$ cat src/rtl/step_regfile.sv
`default_nettype none
// ============================================================================
// Module   : step_regfile
// Purpose  : Small register file with one write port, two combinational read
//            ports and one increment/decrement ("step") port. A registered
//            carry flag reports whether the last applied step wrapped.
//
// Parameters
//   WIDTH        register width in bits (1..32)
//   DEPTH        number of registers (2..16, need not be a power of two)
//   AW           address width, fixed to $clog2(DEPTH)
//
// Ports
//   clk          clock; all state changes on its rising edge
//   reset        synchronous active-high reset; clears registers and carry
//   write_enable write strobe
//   write_addr   register to write
//   write_data   value to write
//   read_addr_a  read port A address
//   read_addr_b  read port B address
//   read_data_a  read port A data (combinational)
//   read_data_b  read port B data (combinational)
//   step_enable  step strobe
//   step_addr    register to step
//   step_down    0 = add one, 1 = subtract one (modulo 2^WIDTH)
//   step_carry   1 for the cycle after an applied step that wrapped
//
// Build option
//   STEP_REGFILE_BYPASS_EN  when defined, a read whose address matches an
//                           in-range active write returns write_data in the
//                           same cycle. Step results are never forwarded.
//
// Revision : 1.0  initial release
// ============================================================================
module step_regfile #(
    parameter  int WIDTH = 8,
    parameter  int DEPTH = 4,
    localparam int AW    = $clog2(DEPTH)
) (
    input  logic             clk,
    input  logic             reset,
    input  logic             write_enable,
    input  logic [AW-1:0]    write_addr,
    input  logic [WIDTH-1:0] write_data,
    input  logic [AW-1:0]    read_addr_a,
    input  logic [AW-1:0]    read_addr_b,
    output logic [WIDTH-1:0] read_data_a,
    output logic [WIDTH-1:0] read_data_b,
    input  logic             step_enable,
    input  logic [AW-1:0]    step_addr,
    input  logic             step_down,
    output logic             step_carry
);

    // DEPTH widened by one bit so that an address can be compared against it
    // even when DEPTH is an exact power of two.
    localparam logic [AW:0]      c_DEPTH_EXT = (AW+1)'(DEPTH);
    localparam logic [WIDTH-1:0] c_ALL_ONES  = '1;
    localparam logic [WIDTH-1:0] c_ONE       = WIDTH'(1);

    logic [WIDTH-1:0] r_regs [DEPTH];
    logic             r_carry;

    logic             w_wr_ok;
    logic             w_step_in_range;
    logic             w_step_ok;
    logic             w_wrap;
    logic [WIDTH-1:0] w_step_cur;
    logic [WIDTH-1:0] w_step_nxt;

    assign w_wr_ok         = write_enable && ({1'b0, write_addr} < c_DEPTH_EXT);
    assign w_step_in_range = {1'b0, step_addr} < c_DEPTH_EXT;

    // A write to the same register takes priority and the step is dropped
    // entirely, including its carry.
    assign w_step_ok = step_enable && w_step_in_range &&
                       !(w_wr_ok && (write_addr == step_addr));

    // Select the current value of the stepped register without indexing the
    // array with a possibly out-of-range address.
    always_comb begin
        w_step_cur = '0;
        for (int i = 0; i < DEPTH; i++) begin
            if (step_addr == AW'(i)) begin
                w_step_cur = r_regs[i];
            end
        end
    end

    assign w_step_nxt = step_down ? (w_step_cur - c_ONE) : (w_step_cur + c_ONE);
    assign w_wrap     = step_down ? (w_step_cur == '0) : (w_step_cur == c_ALL_ONES);

    always_ff @(posedge clk) begin
        if (reset) begin
            for (int i = 0; i < DEPTH; i++) begin
                r_regs[i] <= '0;
            end
            r_carry <= 1'b0;
        end else begin
            for (int i = 0; i < DEPTH; i++) begin
                if (w_wr_ok && (write_addr == AW'(i))) begin
                    r_regs[i] <= write_data;
                end else if (w_step_ok && (step_addr == AW'(i))) begin
                    r_regs[i] <= w_step_nxt;
                end
            end
            r_carry <= w_step_ok && w_wrap;
        end
    end

    assign step_carry = r_carry;

    // Out-of-range addresses match no register and therefore read as zero.
    always_comb begin
        read_data_a = '0;
        read_data_b = '0;
        for (int i = 0; i < DEPTH; i++) begin
            if (read_addr_a == AW'(i)) begin
                read_data_a = r_regs[i];
            end
            if (read_addr_b == AW'(i)) begin
                read_data_b = r_regs[i];
            end
        end
`ifdef STEP_REGFILE_BYPASS_EN
        if (w_wr_ok && (read_addr_a == write_addr)) begin
            read_data_a = write_data;
        end
        if (w_wr_ok && (read_addr_b == write_addr)) begin
            read_data_b = write_data;
        end
`endif
    end

endmodule
`default_nettype wire

$ cat config.mk
export PLATFORM = sky130hd
export DESIGN_NAME = step_regfile
export DESIGN_NICKNAME = d
export VERILOG_FILES = /design/src/rtl/step_regfile.sv
export SDC_FILE = /design/constraint.sdc
export NUM_CORES = 1
export LEC_CHECK = 0
export ABC_AREA = 1
export CAP_MARGIN = 20
export CORE_ASPECT_RATIO = 0.75
export CORE_MARGIN = 1.5
export CORE_UTILIZATION = 25
export CTS_CLUSTER_SIZE = 28
export DETAILED_ROUTE_END_ITERATION = 8
export GPL_TIMING_DRIVEN = 0
export PLACE_DENSITY = 0.43
export SYNTH_ARGS = -nofsm -noshare
export SYNTH_HDL_FRONTEND = slang
export SYNTH_SLANG_ARGS = --single-unit
$ cat constraint.sdc
create_clock -name clk -period 4.43 [get_ports clk]
set_input_delay 0.886 -clock clk [delete_from_list [all_inputs] [get_ports clk]]
set_output_delay 0.886 -clock clk [all_outputs]
set_load 0.05 [all_outputs]
======== Yosys cells after proc, flatten, opt, wreduce, memory -nomap -nowiden ========
Memories as Yosys holds them, arrays and structs flattened.
Cells that the tools add are included.
operators by class
  add/subtract/negate cells ............... 2
  equality and inequality tests ........... 14
  muxes and demuxes ....................... 52
  bitwise logic cells ..................... 8
  reduce and logical (&&, ||, !) cells .... 17
operators by type and width
  kind                                                                    number
  8-bit two-way mux                                                       21
  1-bit two-way mux                                                       31
  2-bit equality test (second input constant)                             8
  1-bit logical AND                                                       11
  8-bit by 1-bit adder with 8-bit output (second input constant)          1
  2-bit by 1-bit equality test with 1-bit output (second input constant)  4
  8-bit equality test (second input constant)                             1
  2-bit logical NOT                                                       4
  8-bit logical NOT                                                       1
  1-bit bitwise OR                                                        8
  8-bit by 1-bit subtractor with 8-bit output (second input constant)     1
  2-bit equality test                                                     1
  1-bit logical NOT                                                       1
storage, ports and cells
  bits in registers ....................... 1
  memory bits (writable) .................. 32
  output and inout bits ................... 17
  logic and storage cells ................. 95
  memories kept ........................... 1
memory list
  name    words  width  rd ports  clocked after memory_dff  wr ports  line  text
  r_regs  4      8      4         0                         4         61    logic [WIDTH-1:0] r_regs [DEPTH];

======== Logic depth before layout (Yosys ltp) ========
  depth in word-level cells ............... 10
  depth in mapped cells ................... 16

======== Worst setup path before layout ========
No wires, ideal clock.
  path kind ............................... input port to output port
  start point ............................. input port read_addr_b[1]
  end point ............................... output port read_data_b[0]
  arrival ................................. 2153 ps
  path slack .............................. 1391 ps
  stages on the path ...................... 4
  path buffers ............................ 0
  path through ............................ inv_1 > nor2_1 > a221oi_1 > a22oi_1
on the way
  word-level cells in the longest chain between the ends .. 5
  elaborated cells between the ends (all ways) .. 8
  those cells by class .................... 3 x eq/ne; 4 x mux; 1 x reduce/logical
RTL lines
  item                            line  text
  start: declaration              46    input logic [AW-1:0] read_addr_b,
  2-bit logical NOT               121   if (read_addr_b == AW'(i)) begin
  8-bit two-way mux (3 in a row)  121
  8-bit two-way mux (*)           121
  end: declaration                48    output logic [WIDTH-1:0] read_data_b,
Every way passes the cells marked *; elsewhere a longest branch is shown, timed or not.

======== Final worst setup path ========
Same ends and word-level chain as after synthesis.

==> results.md <==
- Post-Layout Cell Count: 533
- Post-synth top cells: 120 x nand2_1, 50 x inv_1, 32 x edfxtp_1
- Inserted Clock Buffers: 5
- Detailed Route WL: 8.64 mm
- H-tree levels: 2
- Nets: roughly 430
- R2r endpoint: r_regs[0][4]
- Final hold viol count: 0
- Most used cell, CP: clkdlybuf4s50_1
- First-pass GRT wire length: around 13 mm
- Synth Flop Type: edfxtp_1
- CTS Sinks: 33
- Post-synth cell types: 31
- Reg2reg path depth: 10
- Die ar.: 0.0108 sq mm
- Delay-heaviest family, CP: buffers and inverters
- Largest net degree at the start of global routing: 12
- Clk slew on worst S/H paths: 60 ps
- DRT iter0 DRCs: 232
- Crit path launch: read_addr_b[1]
- RD Place Congestion: 0.849
- Post-route ant nets: 0
- Die extent in x: 120 microns
- Leak Pwr: 1.41 nW
- Most common cell in the netlist: nand2_1
- Dominant cells by area after synthesis: edfxtp_1 38%, nand2_1 18%, inv_1 7.3%
- # resized after CTS: 0
- Post-CTS Repair Setup Buffers: 0
- Port bufs: 37
- Hold_sp: r_regs[3][2]
- Startpoint class of the critical path: primary input
- Final Critical Period: 3990 ps
- Max Root-Sink Buffers: 2
- Met1 GRT Util: 26.2%
- Initial antenna violation count: 0
- Synth top area share: 37.6%
- CP Max Fanout: 8
- Worst Hold Path EP: step_carry
- Register area: 981 sq um
- Sequential share of the synthesized area: 38.4%
- CTS Hold Bufs: 0
- Worst slew margin: between 60% and 70%
- Worst path required time: 3540 ps
- CTS tree: built
- Core Region: slightly below 0.01 sq mm
- Final worst-path setup slack: 443 ps
- Number of global-route vias before repair: 2296
- GR Layer Usage met3: 3.16%
- Vias: 2495
- Synth area leader: edfxtp_1
- GRT overflow: 0
- Mean cell area of the mapped netlist: a little over 7 sq um
- Area Overhead vs Synth: 26.1%
- Met2 usage: 21.6%
- Layout cells sized above 1: 4.99%
- Synthesized net count: 385
- # Max-Cap Violations: 0
- Starting Density: a little over a quarter
- Slew @ Worst Pin: 588 ps
- RSZ-0062 raised after global routing: no
- # DRC: 0
- Die height: 90.6 microns
- Hold path cells: 5
- Maximum vdd drop: 0.000112 V
- TNS Setup: 0 ps
- Multi-input gate area in the final layout: 0.00135 sq mm
- Worst setup EP type: output pin
- Number of flops mapped to enable cells by yosys: 32
- Tcrit/Tclk final: 90.0%
- I/O pin count: 38
- Wire length per cell: approximately 16 microns
- Reg2Reg Setup Slack: 2160 ps
- # placed instances: about 530
- Number of fill cells: 1047
- # rows: 31
- Worst Clk Skew: slightly above 7 ps
- Synthesized instance count: 357
- Pre-CTS WS: 447 ps
- Busiest grt layer: met1
- Final Slew Violations: 0
- FF-to-FF Start: r_regs[2][3]
- Final Setup Violations: 0
- Vias per cell: between 4 and 5
- Status: complete, no violations
- First-pass iteration count of the detailed router: 5
- Seq cells post-synth: 33
- Slowest CP cell: clkdlybuf4s50_1
- CP arrival: around 3100 ps
- Mapped cell area: ~0.0026 sq mm
- Root Driver: clkbuf_16
- Clock insertion delay at the later pin of the skew report: between 200 and 300 ps
- Hpwl dp: 7.23 mm
- Critical path buffers and inverters: 3
- Fmax: roughly 0.25 GHz
- Setup CP Type: in -> out
- GRT Total Usage: between 10% and 20%
- Antenna Cells: 0
- CP peak stage delay: 840 ps
- CP cell instances: clkdlybuf4s50_1 -> inv_1 -> nor2_1 -> a221oi_1 -> a22oi_1 -> clkdlybuf4s50_1
- Pwr Density: ~320 mW/mm^2
- Async SR Flop Fraction: 0%
- Worst min path class: reg -> reg
- Yosys warns: 0
[how the worst max path moves through the flow]
stage | endpoint | cells past startpoint
floorplan | read_data_b[0] | 4
global placement | read_data_a[0] | 5
detailed placement | read_data_b[0] | 6
CTS | read_data_b[0] | 6
global route | read_data_a[0] | 5
finish | read_data_b[0] | 6
[logic make-up after synthesis]
family,synth area share [%]
AND/OR/NAND/NOR,32.0
AO/OA/AOI/OAI,15.6
buffers and inverters,8.71
flip-flops,38.4
adder cells (fa/ha/maj),3.72
XOR/XNOR,1.66
[where the power goes]
group / total [mW] / switching (mW) / internal [mW]
combinational: 0.326 / 0.221 / 0.104
sequential: 0.391 / 0.0216 / 0.369
clock: 0.325 / 0.122 / 0.203
[cell type report]
cell class                      count  area share (%)
Tap cell                          132            5.12
Timing Repair Buffer               37            11.5
Buffer                              2           0.466
Inverter                           55            6.44
Multi-Input combinational cell    267            41.9
Clock buffer                        6            4.00
Sequential cell                    33            30.4
Clock inverter                      1           0.116
[worst register-to-register path: stages (launching register included)]
cell and delay, ps:
edfxtp_1 430, nand3b_1 190, nand3_1 90, nand2_1 120, ha_1 440, nand2_1 80
nand2_1 90, a31oi_1 60, xnor2_1 410, nand2_1 120, o21ai_0 90
[layer usage]
metal / part of all wire (%) / routed length (microns)
met5: 0 / 0
met4: 1.1 / 93
met3: 6.0 / 515
met2: 38 / 3280
met1: 55 / 4750
[registers in the layout, indices dropped and copies added, names as in the netlist]
signal	count
step_carry	1
r_regs	32
[layout by cell type (no fill, tap or decap), types with 2 or more instances in the layout]
cell	instances
buf_4	2
a22oi_1	2
clkdlybuf4s50_1	37
edfxtp_1	32
a221oi_1	5
o21ai_0	26
nand3_1	31
clkbuf_16	5
nor2_1	20
o22ai_1	18
nand4_1	4
nand2_1	120
inv_1	50
nand2_2	2
xor2_1	2
nor3_1	2
nand3b_1	2
ha_1	6
nor2_4	2
a21oi_1	15
inv_2	4
[stage by stage]
stage / area, sq um / hold WS (ps) / utilization [%] / total power, mW
floorplan: 2560 / 652 / - / 0.597
global placement: 3090 / 791 / 31.5 / 0.723
detailed placement: 3090 / 767 / 31.5 / 0.722
CTS: 3220 / 766 / 32.9 / 1.04
global route: 3220 / 847 / 32.9 / 1.10
finish: 3220 / 767 / 32.9 / 1.04
(Power assumes the default switching activity.)
